`config.mk`:
```
export PLATFORM = sky130hd
export DESIGN_NAME = byte_logic_arbiter
export DESIGN_NICKNAME = d
export VERILOG_FILES = /design/src/rtl/byte_logic_arbiter.sv
export SDC_FILE = /design/constraint.sdc
export NUM_CORES = 1
export LEC_CHECK = 0
export ABC_AREA = 1
export BUFFER_PORTS_ARGS = -buffer_cell sky130_fd_sc_hd__buf_2
export CORE_MARGIN = 2
export CORE_UTILIZATION = 50
export CTS_CLUSTER_SIZE = 40
export DETAILED_ROUTE_END_ITERATION = 10
export PLACE_DENSITY_LB_ADDON = 0.08
export SLEW_MARGIN = 0
export SYNTH_ARGS = -nofsm -noshare
export SYNTH_HDL_FRONTEND = slang
export SYNTH_SLANG_ARGS = --single-unit
```
`constraint.sdc`:
```
create_clock -name clk -period 4.9 [get_ports clk]
set_input_delay 0.735 -clock clk [delete_from_list [all_inputs] [get_ports clk]]
set_output_delay 0.735 -clock clk [all_outputs]
set_load 0.03 [all_outputs]
```
`src/rtl/byte_logic_arbiter.sv`:
```
// Round-robin sharing of one 8-bit byte-logic unit among NREQ requesters.
// Winner operands are latched at grant; the result is captured after ALU_LAT wait cycles.
module byte_logic_arbiter #(
    parameter int unsigned NREQ    = 4,
    parameter int unsigned ALU_LAT = 0
) (
    input  logic                 clk,
    input  logic                 rst_n,
    input  logic [NREQ-1:0]      req,
    input  logic [2*NREQ-1:0]    op_flat,
    input  logic [8*NREQ-1:0]    a_flat,
    input  logic [8*NREQ-1:0]    b_flat,
    output logic [NREQ-1:0]      gnt,
    output logic [NREQ-1:0]      done,
    output logic [7:0]           result,
    output logic                 busy,
    output logic [1:0]           alu_op,
    output logic [7:0]           alu_in0,
    output logic [7:0]           alu_in1,
    input  logic [7:0]           alu_out
);

    localparam int unsigned PTR_W = (NREQ > 1) ? $clog2(NREQ) : 1;
    localparam int unsigned CNT_W = (ALU_LAT > 0) ? $clog2(ALU_LAT + 1) : 1;

    typedef enum logic [1:0] {
        ST_IDLE  = 2'd0,
        ST_ISSUE = 2'd1,
        ST_DONE  = 2'd2
    } state_t;

    typedef struct packed {
        logic [1:0] op;
        logic [7:0] in0;
        logic [7:0] in1;
    } alu_req_t;

    state_t            state_q, state_d;
    logic [PTR_W-1:0]  ptr_q, ptr_d;
    logic [PTR_W-1:0]  win_q, win_d;
    logic [CNT_W-1:0]  cnt_q, cnt_d;
    logic [NREQ-1:0]   gnt_q, gnt_d;
    logic [NREQ-1:0]   done_q, done_d;
    logic [7:0]        result_q, result_d;
    logic              busy_q, busy_d;
    alu_req_t          opnd_q, opnd_d;

    logic [1:0]        op_arr [NREQ];
    logic [7:0]        a_arr  [NREQ];
    logic [7:0]        b_arr  [NREQ];
    logic              arb_hit;
    logic [PTR_W-1:0]  arb_idx;
    logic [PTR_W-1:0]  cand;
    logic [PTR_W-1:0]  ptr_next;

    for (genvar g = 0; g < NREQ; g++) begin : g_unpack
        assign op_arr[g] = op_flat[2*g +: 2];
        assign a_arr[g]  = a_flat[8*g +: 8];
        assign b_arr[g]  = b_flat[8*g +: 8];
    end

    // First requesting index at or above the pointer, wrapping modulo NREQ.
    always_comb begin
        arb_hit = 1'b0;
        arb_idx = '0;
        cand    = '0;
        for (int unsigned off = 0; off < NREQ; off++) begin
            cand = PTR_W'((32'(ptr_q) + off) % NREQ);
            if (!arb_hit && req[cand]) begin
                arb_hit = 1'b1;
                arb_idx = cand;
            end
        end
    end

    assign ptr_next = (win_q == PTR_W'(NREQ - 1)) ? '0 : win_q + PTR_W'(1);

    // State register.
    always_ff @(posedge clk) begin
        if (!rst_n) begin
            state_q <= ST_IDLE;
        end else begin
            state_q <= state_d;
        end
    end

    // Next-state logic.
    always_comb begin
        state_d = state_q;
        case (state_q)
            ST_IDLE:  if (arb_hit) state_d = ST_ISSUE;
            ST_ISSUE: if (cnt_q == '0) state_d = ST_DONE;
            ST_DONE:  state_d = ST_IDLE;
            default:  state_d = ST_IDLE;
        endcase
    end

    // Output and datapath next values.
    always_comb begin
        ptr_d    = ptr_q;
        win_d    = win_q;
        cnt_d    = cnt_q;
        gnt_d    = gnt_q;
        done_d   = '0;
        result_d = result_q;
        opnd_d   = opnd_q;
        busy_d   = (state_d != ST_IDLE);
        case (state_q)
            ST_IDLE: begin
                if (arb_hit) begin
                    win_d      = arb_idx;
                    gnt_d      = NREQ'(1) << arb_idx;
                    cnt_d      = CNT_W'(ALU_LAT);
                    opnd_d.op  = op_arr[arb_idx];
                    opnd_d.in0 = a_arr[arb_idx];
                    opnd_d.in1 = b_arr[arb_idx];
                end
            end
            ST_ISSUE: begin
                if (cnt_q != '0) begin
                    cnt_d = cnt_q - CNT_W'(1);
                end else begin
                    result_d = alu_out;
                    gnt_d    = '0;
                    done_d   = NREQ'(1) << win_q;
                    ptr_d    = ptr_next;
                    opnd_d   = '0;
                end
            end
            default: begin
                gnt_d  = '0;
                opnd_d = '0;
            end
        endcase
    end

    // Registered outputs and datapath state.
    always_ff @(posedge clk) begin
        if (!rst_n) begin
            ptr_q    <= '0;
            win_q    <= '0;
            cnt_q    <= '0;
            gnt_q    <= '0;
            done_q   <= '0;
            result_q <= '0;
            busy_q   <= 1'b0;
            opnd_q   <= '0;
        end else begin
            ptr_q    <= ptr_d;
            win_q    <= win_d;
            cnt_q    <= cnt_d;
            gnt_q    <= gnt_d;
            done_q   <= done_d;
            result_q <= result_d;
            busy_q   <= busy_d;
            opnd_q   <= opnd_d;
        end
    end

    assign gnt     = gnt_q;
    assign done    = done_q;
    assign result  = result_q;
    assign busy    = busy_q;
    assign alu_op  = opnd_q.op;
    assign alu_in0 = opnd_q.in0;
    assign alu_in1 = opnd_q.in1;

    a_gnt_onehot: assert property (@(posedge clk) disable iff (!rst_n) $onehot0(gnt_q));
    a_done_onehot: assert property (@(posedge clk) disable iff (!rst_n) $onehot0(done_q));
    a_gnt_done_excl: assert property (@(posedge clk) disable iff (!rst_n) (gnt_q & done_q) == '0);

endmodule

```
# == Word level (Yosys, flattened, before mapping) ==
# Cells that the tools add are included.
# word_totals
regBits,42
in_bits,86
output_inout_bits,35
elab_cells,83
# op_classes
add_sub_neg,5
magnitude_cmp,5
eq_ne,4
n_shift,2
n_mux,38
n_bitwise,4
reduce_logical,14
# ops
operator,count
$mux W18,2
$pmux W18 S2,1
$bmux W8 S2,2
$mux W8,4
$mux W2,9
$lt A2 B3 Y1 const B,4
$mux W1,10
$bmux W1 S2,4
$mux W4,2
$pmux W4 S2,1
$reduce_and A2 Y1,4
$shl A1 B2 Y4 const A,2
$add A2 B1 Y2 const B,2
$add A2 B2 Y2 const B,2
$bmux W2 S2,1
$ne A2 B2 Y1 const B,2
$pmux W2 S2,1
$reduce_bool A2 Y1,2
$ge A3 B3 Y1 const B,1
$logic_and A1 B1 Y1,3
$logic_not A1 Y1,3
$not A1 Y1,3
$not A2 Y3,1
$reduce_or A3 Y1,1
other kinds (5),5

# == Logic depth before layout (Yosys ltp) ==
# logic_depth
ltp_word,18
depth_mapped,17
depth_no_buf,15

# == Least setup slack after synthesis ==
# No wires, ideal clock.
# synth_path
kind,input to register
startpoint,in req[2]
endpoint,reg opnd_q (netlist bit alu_in0[1])
setup_ns,0.112
t_arrival_ns,1.808
t_required_ns,4.788
slack_ns,2.980
stages,14
n_path_buf,2
cell_sequence,inv_1 -> nand2_1 -> nand3_2 -> nand2_4 -> nor2_8 -> nand3_4 -> buf_6 -> buf_2 -> nand3_1 -> nand2_1 -> nand2_1 -> nand2_1 -> nand2_1 -> nand2_1
# synth_between
elab_chain_cells,18
elab_cells_between_ends,30
cone_classes,1 x eq/ne; 21 x mux; 1 x bitwise; 7 x reduce/logical
# synth_rtl
element,line,text
"start, declared",9,"input logic [NREQ-1:0] req,"
$bmux W1 S2,69,if (!arb_hit && req[cand]) begin
$mux W1 (implied by the code),69,
$mux W1,69,
$logic_not A1 Y1,69,
$logic_and A1 B1 Y1,69,
$mux W1,69,
$logic_not A1 Y1,69,
$logic_and A1 B1 Y1,69,
$mux W1,69,
$logic_not A1 Y1,69,
$logic_and A1 B1 Y1,69,
$mux W2,69,
$not A2 Y3 (implied by the code),115,opnd_d.in0 = a_arr[arb_idx];
$bmux W8 S2,115,
$mux W8 (implied by the code) (2 in series),115,
$mux W18,110,if (arb_hit) begin
$pmux W18 S2,108,case (state_q)
"end signal, assigned",156,opnd_q <= opnd_d;
"end, declared",46,"alu_req_t opnd_q, opnd_d;"
# Parallel ways exist; a longest one is shown, timed or not. The select of a mux whose other input is x is not followed.
# A chain may end at the register's enable or synchronous reset.

# == Worst setup path after layout ==
# layout_path
startpoint,reg ptr_q[0]
endpoint,reg opnd_q (netlist bit alu_in0[5])
# layout_between
elab_chain_cells,18
elab_cells_between_ends,33
cone_classes,3 x add/sub; 1 x eq/ne; 21 x mux; 1 x bitwise; 7 x reduce/logical
# layout_rtl
element,line,text
"start, declared",39,"logic [PTR_W-1:0] ptr_q, ptr_d;"
"start signal, assigned",149,ptr_q <= ptr_d;
"parallel branches: the longest is 18 deep, another holds $add A2 B1 Y2",--,
# Several ways; the timed one is not identified. The select of a mux whose other input is x is not followed.

==> results.sh <==
export IMPL_status="finished clean"
export IMPL_rr_startpoint="ptr_q[0]"
export IMPL_overflow=0
export IMPL_arrival_ns=3.28
export IMPL_cts_buffer_depth=2
export IMPL_drv_slew=0
export IMPL_drc=0
export IMPL_setup_viol=0
export IMPL_antenna_found_initial=0
export IMPL_synth_top_area_share_pct=32.05
export IMPL_critPathLaunch="ptr_q[0]"
export IMPL_diodes=0
export IMPL_fill_cells=536
export IMPL_gp_congestion=0.8685
export IMPL_seq_area_frac_synth_pct=32.05
export IMPL_die_y_um=75.57
export IMPL_initial_core_util_pct=51.12
export IMPL_synthTopCellsByCount="201 x nand2_1, 46 x nand3_1, 41 x dfxtp_1"
export IMPL_io_pins=121
export IMPL_vias=2822
export IMPL_die_x_um=75.57
export IMPL_irDropWorstVdd_uv=351.9
export IMPL_grt_pass1_wl_um=10070
export IMPL_grt_pass1_vias=2361
export IMPL_drt_initial_drc_count=106
export IMPL_path_common_cell="nand2_1"
export IMPL_cts_setup_buffers=0
export IMPL_numCtsBuffers=5
export IMPL_max_slew_margin_rel_pct=20.65
export IMPL_synthesis_area_um2=2561
export IMPL_drv_cap=0
export IMPL_syn_avg_cell_area_um2=6.293
export IMPL_dieArea_um2=5711
export IMPL_min_from="alu_in0[0]"
export IMPL_yosys_most_used_dff="dfxtp_1"
export IMPL_synth_edf_count=0
export IMPL_post_cts_resized=0
export IMPL_fmax_ghz=0.3239
export IMPL_ys_ff_latch=41
export IMPL_cp_end_kind="flop"
export IMPL_rows=26
export IMPL_cts_max_level=2
export IMPL_synthCells=407
export IMPL_ant_nets=0
export IMPL_core_area_um2=5010
export IMPL_grt_total_usage_pct=22.39
export IMPL_required_ns=5.09
export IMPL_netlist_cell_type_count=26
export IMPL_clock_tree_root_cell="clkbuf_8"
export IMPL_hold_viol_final=0
export IMPL_yosysTopAreaCell="dfxtp_1"
export IMPL_crit_type="reg2reg"
export IMPL_fin_worst_skew_ns=0.005517
export IMPL_clock_latency_ns=0.29
export IMPL_routed_wl_um=6525
export IMPL_worstPathMaxFanout=39
export IMPL_hold_buffers=0
export IMPL_grt_max_degree=40
export IMPL_finalCritPeriodShare_pct=63.01
export IMPL_viasPerCell=4.849
export IMPL_finalNetCount=598
export IMPL_cts_tree="done"
export IMPL_fin_crit_ns=3.087
export IMPL_dp_hpwl_um=4693
export IMPL_synthArstFlopShare_pct=0
export IMPL_area_growth_pct=22.47
export IMPL_synth_nets=494
export IMPL_leakage_uw=0.001883
export IMPL_tns_ns=0
export IMPL_route_detailed_wl_per_inst_um=11.21
export IMPL_yosys_warnings=0
export IMPL_critPathLaunchType="flop"
export IMPL_slowest_stage="nand3_2"
export IMPL_tightestPinTransition_ns=1.187
export IMPL_crit_path_cell_trace="inv_2 > nand2_1 > nand3_1 > nand2_1 > inv_1 > nand3_4 > nand3_2 > nand2_1 > nand2_1 > nand2_1 > nand2_1 > nand2_1 > nand2_1"
export IMPL_rsz0062_at_grt="false"
export IMPL_slowest_delay_ns=0.82
export IMPL_cts_sinks=41
export IMPL_fin_util_pct=62.61
export IMPL_min_path_type="reg2reg"
export IMPL_layout_drive_gt1_share_pct=33.01
export IMPL_power_per_cell_area_nw_per_um2=649.4
export IMPL_yosysMostFrequentCell="nand2_1"
export IMPL_clkTransAtPathRegs_ns=0.08
export IMPL_first_pass_iters=5
export IMPL_io_buffers=120
export IMPL_synth_area_top_cells="dfxtp_1 32%, nand2_1 29%, nand3_1 9.0%"
[through the flow]
stage	worst slack, ns	total power [uW]	cell area, um2	hold WS, ns	std cells
floorplan	2.980	1670	2561	0.4652	407
global placement	1.811	1814	3054	0.4337	574
detailed placement	1.744	1832	3054	0.4398	574
CTS	1.786	2051	3137	0.4551	582
global route	1.446	2248	3137	0.4683	582
finish	1.813	2037	3137	0.4559	582
[final cells by class]
class / instances / area, um2 / area share, %
repair buffers: 120 / 600.6 / 19.15
multi-input cells: 325 / 1478 / 47.11
flip-flops and latches: 41 / 820.8 / 26.17
well taps: 70 / 87.58 / 2.792
clock buffers: 6 / 72.57 / 2.314
clock inverters: 2 / 10.01 / 0.3191
inverters: 18 / 67.56 / 2.154
[power by group]
group	switching, uW	internal [uW]	leakage, uW	total, uW
clock	116	98.8	0.0000450	215
sequential	76.2	449	0.000337	525
combinational	910	387	0.00150	1300
[flip-flops by register name, indices dropped and copies added, names as in the netlist]
name,flops
alu_in0,8
alu_in1,8
alu_op,2
busy,1
done,4
gnt,4
ptr_q,2
result,8
state_q,2
win_q,2
[path summary, 6_finish.rpt]
check                                   to  slack (ns)  cells after the start
worst min-delay path            alu_in0[0]        0.46                      2
worst min register to register  alu_in0[0]        0.46                      2
worst max register to register  alu_in0[5]        1.81                     13
worst max-delay path            alu_in0[5]        1.81                     13
[cell families (layout without fill, tap and decap cells)]
family	Yosys count	after routing	share of synthesized area, %
AND/OR/NAND/NOR	307	307	53.64
flip-flops	41	41	32.05
buffers and inverters	41	146	10.26
AO/OA/AOI/OAI	17	17	3.566
adder cells (fa/ha/maj)	1	1	0.4884
[critical path, delay by kind of cell (launching register included)]
family,cells,cell delay (ns)
flip-flops,1,0.60
AND/OR/NAND/NOR,11,2.09
buffers and inverters,2,0.28
[metal layers]
layer | GRT usage (%) | wire length (um)
met5 | 0 | 0
met4 | 6.433 | 80
met3 | 5.952 | 536
met2 | 37.39 | 3050
met1 | 28.50 | 2858
[layout by cell type, fill, tap and decap left out]
| master | Yosys | routed |
|---|---|---|
| nand3_2 | 3 | 3 |
| clkbuf_1 | 2 | 1 |
| nand3b_1 | 1 | 1 |
| nand4_1 | 1 | 1 |
| o21ai_1 | 2 | 2 |
| nand2_1 | 201 | 201 |
| clkinv_2 | 0 | 2 |
| inv_1 | 12 | 12 |
| nand3_4 | 1 | 1 |
| inv_2 | 6 | 6 |
| nand2_2 | 26 | 26 |
| a21oi_1 | 3 | 3 |
| o31ai_1 | 1 | 1 |
| nand3_1 | 46 | 46 |
| nor2_1 | 19 | 19 |
| o21ai_0 | 10 | 10 |
| clkbuf_8 | 0 | 5 |
| o21ai_2 | 1 | 1 |
| ha_1 | 1 | 1 |
| nand2_4 | 3 | 3 |
| nand3b_4 | 1 | 1 |
| dfxtp_1 | 41 | 41 |
| nor3_1 | 4 | 4 |
| buf_2 | 7 | 120 |
| nor2_8 | 1 | 1 |
Power figures use the tool's default switching activity.
